### config.mk
export PLATFORM = sky130hd
export DESIGN_NAME = time_seek
export DESIGN_NICKNAME = d
export VERILOG_FILES = /design/src/rtl/time_seek_pkg.sv /design/src/rtl/time_seek_bcd_sec_dec.sv /design/src/rtl/time_seek.sv
export SDC_FILE = /design/constraint.sdc
export NUM_CORES = 1
export LEC_CHECK = 0
export CORE_ASPECT_RATIO = 1.2
export CORE_MARGIN = 2
export CORE_UTILIZATION = 56
export DETAILED_ROUTE_END_ITERATION = 8
export PLACE_DENSITY = 0.86
export SYNTH_ARGS = -nofsm -noshare
export SYNTH_HDL_FRONTEND = slang
export SYNTH_SLANG_ARGS = --single-unit
### constraint.sdc
create_clock -name sys_clk -period 4.5 [get_ports sys_clk]
set_clock_uncertainty 0.1 [all_clocks]
set_input_delay 1.35 -clock sys_clk [delete_from_list [all_inputs] [get_ports sys_clk]]
set_output_delay 1.35 -clock sys_clk [all_outputs]
set_load 0.01 [all_outputs]
### src/rtl/time_seek_pkg.sv
// Shared definitions for the BCD mm:ss to RAM address seek converter.
// Optional clamp-to-track-length behaviour is selected with TIME_SEEK_CLAMP_EN.
package time_seek_pkg;

    typedef enum logic [1:0] {
        IDLE  = 2'd0,
        CHECK = 2'd1,
        COUNT = 2'd2,
        DONE  = 2'd3
    } seek_state_t;

    localparam int MIN_TENS_HI  = 15;
    localparam int MIN_TENS_LO  = 12;
    localparam int MIN_UNITS_HI = 11;
    localparam int MIN_UNITS_LO = 8;
    localparam int SEC_TENS_HI  = 7;
    localparam int SEC_TENS_LO  = 4;
    localparam int SEC_UNITS_HI = 3;
    localparam int SEC_UNITS_LO = 0;

    localparam logic [3:0] BCD_DIGIT_MAX = 4'd9;
    localparam logic [3:0] SEC_TENS_MAX  = 4'd5;

    // A time is legal when every digit is decimal and the seconds stay below 60.
    function automatic logic bcd_time_valid(input logic [15:0] t);
        return (t[MIN_TENS_HI:MIN_TENS_LO]   <= BCD_DIGIT_MAX) &&
               (t[MIN_UNITS_HI:MIN_UNITS_LO] <= BCD_DIGIT_MAX) &&
               (t[SEC_TENS_HI:SEC_TENS_LO]   <= SEC_TENS_MAX)  &&
               (t[SEC_UNITS_HI:SEC_UNITS_LO] <= BCD_DIGIT_MAX);
    endfunction

endpackage

### src/rtl/time_seek_bcd_sec_dec.sv
// Combinational one-second decrement of a BCD mm:ss value.
// Borrows ripple from second units up to minute tens; is_zero flags an input of 00:00.
module bcd_sec_dec
    import time_seek_pkg::*;
(
    input  logic [15:0] time_in,
    output logic [15:0] time_dec,
    output logic        is_zero
);

    always_comb begin
        time_dec = time_in;
        is_zero  = (time_in == 16'h0000);
        if (time_in[SEC_UNITS_HI:SEC_UNITS_LO] != 4'd0) begin
            time_dec[SEC_UNITS_HI:SEC_UNITS_LO] = time_in[SEC_UNITS_HI:SEC_UNITS_LO] - 4'd1;
        end else if (time_in[SEC_TENS_HI:SEC_TENS_LO] != 4'd0) begin
            time_dec[SEC_UNITS_HI:SEC_UNITS_LO] = BCD_DIGIT_MAX;
            time_dec[SEC_TENS_HI:SEC_TENS_LO]   = time_in[SEC_TENS_HI:SEC_TENS_LO] - 4'd1;
        end else if (time_in[MIN_UNITS_HI:MIN_UNITS_LO] != 4'd0) begin
            time_dec[SEC_UNITS_HI:SEC_UNITS_LO]   = BCD_DIGIT_MAX;
            time_dec[SEC_TENS_HI:SEC_TENS_LO]     = SEC_TENS_MAX;
            time_dec[MIN_UNITS_HI:MIN_UNITS_LO]   = time_in[MIN_UNITS_HI:MIN_UNITS_LO] - 4'd1;
        end else begin
            time_dec[SEC_UNITS_HI:SEC_UNITS_LO]   = BCD_DIGIT_MAX;
            time_dec[SEC_TENS_HI:SEC_TENS_LO]     = SEC_TENS_MAX;
            time_dec[MIN_UNITS_HI:MIN_UNITS_LO]   = BCD_DIGIT_MAX;
            time_dec[MIN_TENS_HI:MIN_TENS_LO]     = time_in[MIN_TENS_HI:MIN_TENS_LO] - 4'd1;
        end
    end

endmodule

### src/rtl/time_seek.sv
// Iterative BCD mm:ss to RAM address converter: one second consumed per clock.
// Define TIME_SEEK_CLAMP_EN to limit the result to the latched music_len.
module time_seek
    import time_seek_pkg::*;
#(
    parameter int ADDR_W       = 12,
    parameter int ADDR_PER_SEC = 4
) (
    input  logic              sys_clk,
    input  logic              sys_rst_n,
    input  logic              seek_req,
    input  logic [15:0]       seek_time,
    input  logic [ADDR_W-1:0] music_len,
    output logic              busy,
    output logic              seek_valid,
    output logic [ADDR_W-1:0] seek_addr,
    output logic              clamped,
    output logic              err
);

    localparam logic [ADDR_W-1:0] STEP = ADDR_W'(ADDR_PER_SEC);

    seek_state_t       state;
    seek_state_t       next_state;
    logic [15:0]       time_q;
    logic [ADDR_W-1:0] acc_q;
    logic [15:0]       time_dec;
    logic              time_is_zero;
    logic              time_valid;
    logic              clamp_hit;
    logic [ADDR_W-1:0] acc_step;

    bcd_sec_dec u_dec (
        .time_in  (time_q),
        .time_dec (time_dec),
        .is_zero  (time_is_zero)
    );

    assign time_valid = bcd_time_valid(time_q);
    assign acc_step   = acc_q + STEP;

`ifdef TIME_SEEK_CLAMP_EN
    logic [ADDR_W-1:0] len_q;
    logic [ADDR_W:0]   acc_sum;
    logic              clamped_q;

    // Compare one bit wider so an accumulator near the top cannot wrap past the limit.
    assign acc_sum   = {1'b0, acc_q} + {1'b0, STEP};
    assign clamp_hit = (acc_sum > {1'b0, len_q});
    assign clamped   = clamped_q;

    always_ff @(posedge sys_clk or negedge sys_rst_n) begin
        if (!sys_rst_n) begin
            len_q     <= '0;
            clamped_q <= 1'b0;
        end else begin
            if (state == IDLE && seek_req) begin
                len_q <= music_len;
            end
            if (state == CHECK && (!time_valid || time_is_zero)) begin
                clamped_q <= 1'b0;
            end else if (state == COUNT && (clamp_hit || time_dec == 16'h0000)) begin
                clamped_q <= clamp_hit;
            end
        end
    end
`else
    logic len_unused;
    assign len_unused = ^music_len;
    assign clamp_hit  = 1'b0;
    assign clamped    = 1'b0;
`endif

    always_ff @(posedge sys_clk or negedge sys_rst_n) begin
        if (!sys_rst_n) begin
            state <= IDLE;
        end else begin
            state <= next_state;
        end
    end

    always_comb begin
        next_state = state;
        case (state)
            IDLE:    if (seek_req) next_state = CHECK;
            CHECK:   next_state = (!time_valid || time_is_zero) ? DONE : COUNT;
            COUNT:   if (clamp_hit || time_dec == 16'h0000) next_state = DONE;
            DONE:    next_state = IDLE;
            default: next_state = IDLE;
        endcase
    end

    always_comb begin
        busy       = (state != IDLE);
        seek_valid = (state == DONE);
    end

    // Results are loaded on the edge into DONE so they are valid alongside seek_valid.
    always_ff @(posedge sys_clk or negedge sys_rst_n) begin
        if (!sys_rst_n) begin
            time_q    <= '0;
            acc_q     <= '0;
            seek_addr <= '0;
            err       <= 1'b0;
        end else begin
            case (state)
                IDLE: begin
                    if (seek_req) begin
                        time_q <= seek_time;
                        acc_q  <= '0;
                    end
                end
                CHECK: begin
                    if (!time_valid) begin
                        err <= 1'b1;
                    end else if (time_is_zero) begin
                        err       <= 1'b0;
                        seek_addr <= '0;
                    end
                end
                COUNT: begin
                    time_q <= time_dec;
`ifdef TIME_SEEK_CLAMP_EN
                    acc_q  <= clamp_hit ? len_q : acc_step;
`else
                    acc_q  <= acc_step;
`endif
                    if (clamp_hit || time_dec == 16'h0000) begin
                        err <= 1'b0;
`ifdef TIME_SEEK_CLAMP_EN
                        seek_addr <= clamp_hit ? len_q : acc_step;
`else
                        seek_addr <= acc_step;
`endif
                    end
                end
                default: ;
            endcase
        end
    end

endmodule

==> results.tsv <==
metric	value	unit
area_delta_synth_final	17.4	%
synth_cell_types	53	
min_to	seek_addr[9]	
grt_usage	22.4	%
r2r-start	state[0]	
cp-start-kind	register	
ys_seq_area_share	42.9	%
synth.ff_latch_count	43	
rr_worst_depth	7	
synthesis.nets	311	
cts_inserted_buffers	5	
netlist_area	2510	µm²
clockBufferDepth	2	
hp-start	seek_addr[9]	
clkSinkCount	43	
setup_viol	0	
worst_pin_slew	1.17	ns
busiest_layer	met2	
tritoncts	yes	
grt_max_degree	44	
grt-ovfl-total	0	
synth_edf_count	0	
synth_warnings	0	
die_x	65.1	µm
cp_slowest_cell	clkdlybuf4s50_1	
slew_headroom	21.2	%
final_common_cell	dfrtp_1	
critPathTopFamily	buffers and inverters	
final_cell_mix	43 x dfrtp_1, 32 x clkdlybuf4s50_1, 23 x o21ai_0, 23 x nand2_1, 20 x a21oi_1	
initial_core_util	58.5	%
ant_nets	0	
ioPinCount	47	
critPathMaxStageDelay	0.52	ns
grt_pass1_wl	9000	µm
wl_per_cell	15.1	µm
irDropWorstVdd	441	µV
die-area	5040	µm²
critPathBufInv	3	
gp_congestion	0.928	
arrival	2.05	ns
cp_num_cells	4	
final_layout_size_suffix_gt1_share	9.33	%
hold_viol	0	
fin_ws	1.00	ns
drt_pass1_iterations	6	
power_density	546	nW/µm²
worstHoldPathCells	1	
cts_resized	0	
fillCellCount	366	
grt.met3_usage	3.91	%
wl	5390	µm
crit_chain	inv_1 > ha_1 > inv_1 > clkdlybuf4s50_1	
min_path_type	reg -> reg	
required	3.05	ns
max_freq	0.286	GHz
core	4290	µm²
holdBufCountCts	0	
cpMostUsedCell	inv_1	
drv_slew	0	
crit_type	reg -> out	
status	completed	
cts_setup_buffers	0	
layout.nets	337	
yosys_most_used_dff	dfrtp_1	
post-route-util	68.6	%
rows	26	
synthCells	273	
clk_latency	0.30	ns
avgSynthCellArea	9.20	µm²
diodes	0	
numPortBuffers	33	
layout_min_cycle_time	3.50	ns
endpoint_kind	output port	
r2r-end	acc_q[7]	
use_met2	37.0	%
grtUsageMet1	30.3	%
first_iter_violations	119	
cp_max_fo	14	
async_reset_ff_share	100	%
path_clk_slew	0.09	ns
die-height	77.4	µm
vias	2167	
dp_slack	0.770	ns
viasPerCell	6.09	
antenna_found_initial	0	
tns	0	ns
h-tree-depth	2	
drv_cap	0	
post-route-drc-count	0	
rsz0062_at_grt	no	
ctsRootBufferMaster	clkbuf_8	
grt_pass1_vias	1919	
finalPower	1.61	mW
period_share	77.7	%
p_leak	1.27	nW
place_hpwl	3770	µm
reg2reg_slack	1.58	ns
-- cell usage after synthesis (3+ instances only) --
cell	count	share of area (%)
dfrtp_1	43	43
nand2_1	23	3.4
o21ai_0	23	4.6
a21oi_1	20	4.0
nor2_1	18	2.7
a22o_1	17	5.9
clkbuf_1	12	1.8
inv_1	11	1.6
nand3_1	10	2.0
nor3_1	10	2.0
o22ai_1	9	2.2
ha_1	7	3.5
xnor2_1	7	2.4
mux2_2	4	1.8
nand2b_1	4	1.0
nor4_1	4	1.0
and3_1	3	0.75
buf_6	3	1.3
mux2i_1	3	1.2
o22a_1	3	1.0
-- routing by layer --
layer	wire length, µm	vias up
li1	-	1044
met1	2270	1027
met2	2690	87
met3	337	9
met4	99	0
met5	0	-
-- state kept, by name, summed over array words and instances (netlist names) --
register / flops
acc_q: 12
err: 1
seek_addr: 12
state: 2
time_q: 16
-- area by class of cell --
type | count | area, µm² | area share, %
Sequential cell | 43 | 1080 | 36.5
Clock inverter | 3 | 43.8 | 1.49
Timing Repair Buffer | 35 | 340 | 11.5
Multi-Input combinational cell | 202 | 1300 | 44.2
Clock buffer | 5 | 68.8 | 2.33
Tap cell | 56 | 70.1 | 2.38
Inverter | 12 | 45.0 | 1.53
-- cell families after synthesis --
kind of cell             after synthesis  synth area share, %
buffers and inverters                 28                 5.23
adder cells (fa/ha/maj)                7                 3.49
multiplexers                           7                 2.99
XOR/XNOR                               8                 2.79
flip-flops                            43                 42.8
AND/OR/NAND/NOR                       90                 18.8
other                                  1                0.149
AO/OA/AOI/OAI                         89                 23.7
-- where the power goes --
group / total [mW] / internal (mW) / switching (mW)
Combinational: 0.694 / 0.276 / 0.418
Clock: 0.305 / 0.165 / 0.140
Sequential: 0.612 / 0.477 / 0.135
Total: 1.61 / 0.918 / 0.692
-- worst max path at each step --
stage	start	endpoint	slack, ns
final	state[0]	busy	1.00
after detailed placement	seek_req	acc_q[7]	0.77
after global routing	state[0]	busy	0.85
after CTS	state[0]	busy	1.0
after global placement	seek_req	acc_q[7]	0.83
after floorplan	time_q[0]	seek_addr[4]	1.95
-- stage by stage --
step                cells  instance area, µm²  hold slack, ns
finish                356                2950           0.391
CTS                   356                2950           0.396
floorplan             273                2510           0.354
global route          356                2950           0.406
detailed placement    348                2840           0.375
global placement      348                2840           0.369
Power figures use the tool's default switching activity.
